**src/rtl/latch_arb_ctl.sv**
```systemverilog
// Two-requester arbiter that sequences a shared 74S373 latch through
// setup, transparent, hold and output-drive phases for each transfer.
module latch_arb_ctl (
    input  logic       clk,
    input  logic       reset,
    input  logic       req0,
    input  logic       req1,
    input  logic [7:0] din0,
    input  logic [7:0] din1,
    input  logic [2:0] drv_cycles,
    output logic       gnt0,
    output logic       gnt1,
    output logic       done0,
    output logic       done1,
    output logic [7:0] lat_d,
    output logic       lat_hold_n,
    output logic       lat_oenb_n,
    output logic       busy,
    output logic [2:0] dbg_state
);

    typedef enum logic [2:0] {
        IDLE    = 3'd0,
        SETUP   = 3'd1,
        OPEN    = 3'd2,
        CLOSE   = 3'd3,
        DRIVE   = 3'd4,
        RELEASE = 3'd5
    } state_t;

    state_t     state;
    logic [3:0] drv_cnt;
    logic       last_served;
    logic       win1;

    // Handshake: req is sampled only in IDLE; gnt is held from SETUP through
    // RELEASE and done pulses for the RELEASE cycle. Dropping req mid-transfer
    // does not abort it.
    // On a tie, last_served=1 means requester 1 went last, so requester 0 wins.
    assign win1      = req1 & (~req0 | ~last_served);
    assign dbg_state = state;

    always_ff @(posedge clk or posedge reset) begin
        if (reset) begin
            state       <= IDLE;
            gnt0        <= 1'b0;
            gnt1        <= 1'b0;
            done0       <= 1'b0;
            done1       <= 1'b0;
            busy        <= 1'b0;
            lat_hold_n  <= 1'b0;
            lat_oenb_n  <= 1'b1;
            lat_d       <= 8'h00;
            drv_cnt     <= 4'd0;
            last_served <= 1'b1;
        end else begin
            case (state)
                IDLE: begin
                    if (req0 | req1) begin
                        state       <= SETUP;
                        busy        <= 1'b1;
                        gnt0        <= ~win1;
                        gnt1        <= win1;
                        last_served <= win1;
                        lat_d       <= win1 ? din1 : din0;
                        drv_cnt     <= (drv_cycles == 3'd0) ? 4'd8 : {1'b0, drv_cycles};
                    end
                end
                SETUP: begin
                    state      <= OPEN;
                    lat_hold_n <= 1'b1;
                end
                OPEN: begin
                    state      <= CLOSE;
                    lat_hold_n <= 1'b0;
                end
                CLOSE: begin
                    state      <= DRIVE;
                    lat_oenb_n <= 1'b0;
                end
                DRIVE: begin
                    drv_cnt <= drv_cnt - 4'd1;
                    if (drv_cnt == 4'd1) begin
                        state      <= RELEASE;
                        lat_oenb_n <= 1'b1;
                        done0      <= gnt0;
                        done1      <= gnt1;
                    end
                end
                RELEASE: begin
                    state <= IDLE;
                    done0 <= 1'b0;
                    done1 <= 1'b0;
                    gnt0  <= 1'b0;
                    gnt1  <= 1'b0;
                    busy  <= 1'b0;
                end
                default: state <= IDLE;
            endcase
        end
    end

endmodule

```
**config.mk**
```make
export PLATFORM = sky130hd
export DESIGN_NAME = latch_arb_ctl
export DESIGN_NICKNAME = d
export VERILOG_FILES = /design/src/rtl/latch_arb_ctl.sv
export SDC_FILE = /design/constraint.sdc
export NUM_CORES = 1
export LEC_CHECK = 0
export CAP_MARGIN = 20
export CORE_UTILIZATION = 40
export DETAILED_ROUTE_END_ITERATION = 6
export PLACE_DENSITY = 0.72
export SKIP_CTS_REPAIR_TIMING = 1
export SLEW_MARGIN = 20
export SYNTH_ARGS = -nofsm -noshare
export SYNTH_HDL_FRONTEND = slang
export SYNTH_SLANG_ARGS = --single-unit
export TNS_END_PERCENT = 1
```
**constraint.sdc**
```tcl
create_clock -name clk -period 1.9 [get_ports clk]
set_clock_uncertainty 0.15 [all_clocks]
set_input_delay 0.19 -clock clk [delete_from_list [all_inputs] [get_ports clk]]
set_output_delay 0.19 -clock clk [all_outputs]
set_load 0.01 [all_outputs]
```
Word level (Yosys, flattened, before mapping):

Cells that the tools add are included.

* flip-flop bits (word level): 23
* input bits: 23
* output and inout port bits: 18
* logic and storage cells: 59

* add/sub/neg operators: 1
* eq/ne operators: 8
* mux-type cells: 20
* bitwise gates (word level): 6
* reduce and logical (&&, ||, !) cells: 13

Operators by type and width (count)
* 3-bit one-hot mux with 5 select lines: 1
* 1-bit one-hot mux with 2 select lines: 7
* 2-bit AND reduction: 6
* 2-bit nonzero test: 5
* 4-bit two-way mux: 2
* 8-bit two-way mux: 1
* 4-bit one-hot mux with 2 select lines: 1
* 3-bit by 2-bit equality test with 1-bit output, second input constant: 2
* 3-bit equality test, second input constant: 2
* 3-bit logical NOT: 2
* 1-bit two-way mux: 6
* 3-bit two-way mux: 2
* 4-bit by 1-bit equality test with 1-bit output, second input constant: 1
* 2-bit != test, second input constant: 2
* 4-bit by 1-bit subtractor with 4-bit output, second input constant: 1
* 3-bit by 1-bit equality test with 1-bit output, second input constant: 1
* 1-bit inverter: 3
* 1-bit OR: 2
* 1-bit AND: 1

Logic depth before layout (Yosys ltp):

* word-level depth: 6
* gate-level depth with buffers: 5

Worst setup path before layout:

OpenSTA, ideal clock, no wires.

* path kind: register to register
* start: reg state[1] (netlist: dbg_state[1])
* end: reg state[0] (netlist: dbg_state[0])
* library setup time: 94 ps
* arrival time: 1305 ps
* required time: 1656 ps
* setup slack: 352 ps
* stages on the path, launching flop included: 4
* cells stage by stage: dfrtp_1 -> buf_6 -> or4b_4 -> a221oi_2

* word-level cells in the longest chain between the ends: 3

Ends and longest elaborated chain
* start, declared: line 31 `state_t state;`
* start signal, assigned: line 45 `state <= IDLE;`
* start signal, assigned: line 60 `state <= SETUP;`
* start signal, assigned: line 70 `state <= OPEN;`
* 3-bit equality test or 3-bit logical NOT (tied branches): line 57 `case (state)`
* 2-bit != test (no source line)
* 2-bit AND reduction (no source line)

Several ways; a longest one is shown, not always the timed one.
A chain may end at the register's enable or synchronous reset.

Final worst setup path:

* start: reg state[2] (netlist: dbg_state[2])
* end: out dbg_state[2]

RTL lines
* end, declared: line 19 `output logic [2:0] dbg_state`

No word-level cell between the ends.

==> impl_summary.md <==
Status
The flow ran to the end, and the final reports show no timing, DRC or antenna violations.

Die
The initial utilization of the core area, before any placement, comes to a little over two fifths. From bottom edge to top edge, the die measures about 56 um. The I/O pin total is a little over 40. The die covers 0.003174 mm^2.

The area of the core is 0.002781 mm^2. The row count is 19. From left edge to right edge, the die measures roughly 56 um.

Cells and area
The fraction of final layout cells sized beyond drive strength 1 is between 10% and 20%. The count of antenna diodes in the layout is 0. The share of the core filled with cells is between 60% and 70%. From synthesis to final layout, the design area changed by 42.69%.

The library cell used most frequently in the layout, excluding fill and tap cells, is sky130_fd_sc_hd__clkdlybuf4s50_1. The finished cells cover around 0.0017 mm^2. The net count reported at finish is 184.

The top cell types in the final layout, fill and taps aside, are sky130_fd_sc_hd__clkdlybuf4s50_1, sky130_fd_sc_hd__o21ai_0, sky130_fd_sc_hd__dfrtp_1.

Critical path
The peak fanout along the critical path is 12. The worst register-to-register path ends at dbg_state[0]. The worst path required time is approximately 1600 ps. At the worst endpoint, the arrival time is between 1000 and 1500 ps. The worst setup path is of the reg -> out kind.

The number of cells on the worst reg-to-reg path is 4. Tracing the worst setup path back leads to its startpoint at dbg_state[2]. The signal on the critical path passes through buf_4 > clkdlybuf4s50_1. STA classifies the critical path endpoint as a primary output. The setup check on the worst reg-to-reg path leaves a slack of 190 ps.

For this design, the slowest cell found on the critical path is sky130_fd_sc_hd__clkdlybuf4s50_1. The buffers plus inverters on the worst setup path is 2. The worst setup path is launched from a flip-flop. The delay contributed by the slowest stage of the critical path is between 500 and 600 ps. The start of the worst register-to-register path is drv_cnt[1].

Among cell families on the critical path, the largest total delay comes from buffers and inverters.

Placement
The placed instances occupy a cell area of 0.001653 mm^2. The final HPWL from detailed placement is between 2000 and 2500 um. The global placer's final weighted congestion is ~0.75. Timing analysis after detailed placement gives a worst setup slack of 170.6 ps. The number of port buffers is 40.

Worst hold path
The worst hold path belongs to the class in -> async.

Clock network
The tree built by TritonCTS fans out to 23 sinks. The source-to-sink clock delay at the later pin of the worst-skew pair is 330 ps. The clock transition time at the flip-flop clock pins of the worst setup and hold paths is around 130 ps. The library cell used as clock root buffer is sky130_fd_sc_hd__clkbuf_4.

The clock passes through at most 2 buffers. TritonCTS built the clock tree. The number of H-tree branching levels is 1. The total clock buffers created by CTS is 3.

Timing
The maximum frequency from static timing analysis is about 550 MHz. The ratio of final minimum period to clock period is 96.34%. After layout, the minimum clock period comes to between 1500 and 2000 ps.

Measured against its own limit, the worst slew margin works out to 71.90%. On the final layout, the worst hold slack is about 38 ps. The worst-case setup margin in the final layout is slightly below 70 ps. The actual slew at the worst max-slew pin is roughly 420 ps. The number of endpoints with negative hold slack in the final report is 0. The count of pins over their slew limit is 0. The final number of setup-violating endpoints is 0.

Route
The via total after detailed routing is 1054. The detailed-route vias per instance is 5.577. The pre-antenna-repair detailed-routing pass consisted of 4 iterations. After the first detailed-routing iteration, the DRC count stood at 16. In the final routed layout, each cell accounts on average for 15.32 um. The number of routed nets with antenna violations is 0. Wires add up to around 2900 um. The DRC violation count after routing is 0.

Yosys
In this run, synthesis inferred 0 flip-flops with an integrated enable. The number of distinct library cells after synthesis is 35. The mean cell area of the mapped netlist is roughly 10 um^2.

The number of instances in the synthesized netlist is 113. The async set-or-reset flop fraction in the synthesized netlist is 100.0%. The post-synthesis sequential element count is 23. The share of the synthesized area in the top cell type is between 40% and 50%.

Ranked by total cell area, the synthesized netlist is headed by sky130_fd_sc_hd__dfrtp_1, sky130_fd_sc_hd__o21ai_0, sky130_fd_sc_hd__mux2i_1. The total of warnings raised by yosys is 0. The cell area after synthesis is 0.001181 mm^2. The sequential-to-total area share from yosys stat is around 49%.

The predominant post-synthesis flop cell is sky130_fd_sc_hd__dfrtp_1. The cell type contributing the most total cell area after synthesis is sky130_fd_sc_hd__dfrtp_1. The number of nets produced by synthesis is between 100 and 150.

Job
The tool flagged a number of max-cap violations equal to 0.

Global routing
Entering global routing, the biggest net connects 24 pins. The number of antenna violations at the first check in global routing is 0. The global route total overflow is 0. The number of global-route vias before repair is approximately 1000. The first global-routing pass estimated about 4700 um of wire. The total routing resource utilization after global routing is 19.57%.

Pwr
The total power divided by cell area is ~1500 mW/mm^2. Power comes to 2.444 mW. The worst ir drop on vdd is around 0.95 mV. In this run the static leakage power is around 0.71 nW.
cell usage after synthesis (3+ instances only):
master,number
sky130_fd_sc_hd__nand3_1,3
sky130_fd_sc_hd__inv_1,4
sky130_fd_sc_hd__nor3_1,3
sky130_fd_sc_hd__clkbuf_1,3
sky130_fd_sc_hd__nor2_1,6
sky130_fd_sc_hd__dfrtp_1,21
sky130_fd_sc_hd__nand2_1,8
sky130_fd_sc_hd__mux2i_1,10
sky130_fd_sc_hd__o21ai_0,21
layout make-up:
type	instances	area, um^2
timing repair buffer	47	467.9
inverter	4	15.01
fill	230	1096
sequential	23	581.8
clock buffer	4	26.28
tap	31	38.79
multi-input combinational	80	555.5
worst max-delay path by stage:
stage	to	slack [ps]	cells past startpoint
after floorplan	dbg_state[0]	350	3
final	dbg_state[2]	70	2
after detailed placement	drv_cnt[3]	170	4
after global placement	drv_cnt[3]	230	4
after CTS	dbg_state[1]	-40	2
after global routing	dbg_state[2]	-6	2
flip-flops by register name, indices dropped and copies added, names as in the netlist:
name / cells
last_served: 1
drv_cnt: 4
lat_hold_n: 1
gnt1: 1
dbg_state: 3
done1: 1
done0: 1
lat_d: 8
lat_oenb_n: 1
busy: 1
gnt0: 1
tightest hold or removal path, cell delays in order:
cell,delay (ps)
sky130_fd_sc_hd__clkdlybuf4s50_1,390
sky130_fd_sc_hd__inv_1,50
sky130_fd_sc_hd__buf_4,280
power by group:
group / internal [mW] / total, mW / switching (mW)
clock: 0.0824 / 0.237 / 0.154
sequential: 0.739 / 0.939 / 0.199
combinational: 0.673 / 1.27 / 0.596
layer usage:
metal	up-vias	part of all wire [%]	track usage (%)
li1	501	-	-
met1	509	44	25.22
met2	39	50	32.14
met3	5	4.8	4.378
met4	0	1.8	7.317
met5	-	0	0
metrics by stage:
step	instances	setup TNS, ps
floorplan	113	0
CTS	189	-41.73
global placement	185	0
global route	189	-11.50
detailed placement	185	0
finish	189	0
cell families (layout without fill, tap and decap cells):
| family | Yosys count | count (layout) | share of synthesized area, % |
|---|---|---|---|
| DFF | 23 | 23 | 48.94 |
| muxes | 10 | 10 | 8.475 |
| AOI/OAI and AO/OA | 36 | 36 | 20.34 |
| buffers and inverters | 10 | 55 | 4.025 |
| xor gates and xnor gates | 1 | 1 | 0.7417 |
| adders and majority gates | 2 | 2 | 2.118 |
| and+or+nand+nor | 31 | 31 | 15.36 |
Power figures use the tool's default switching activity.
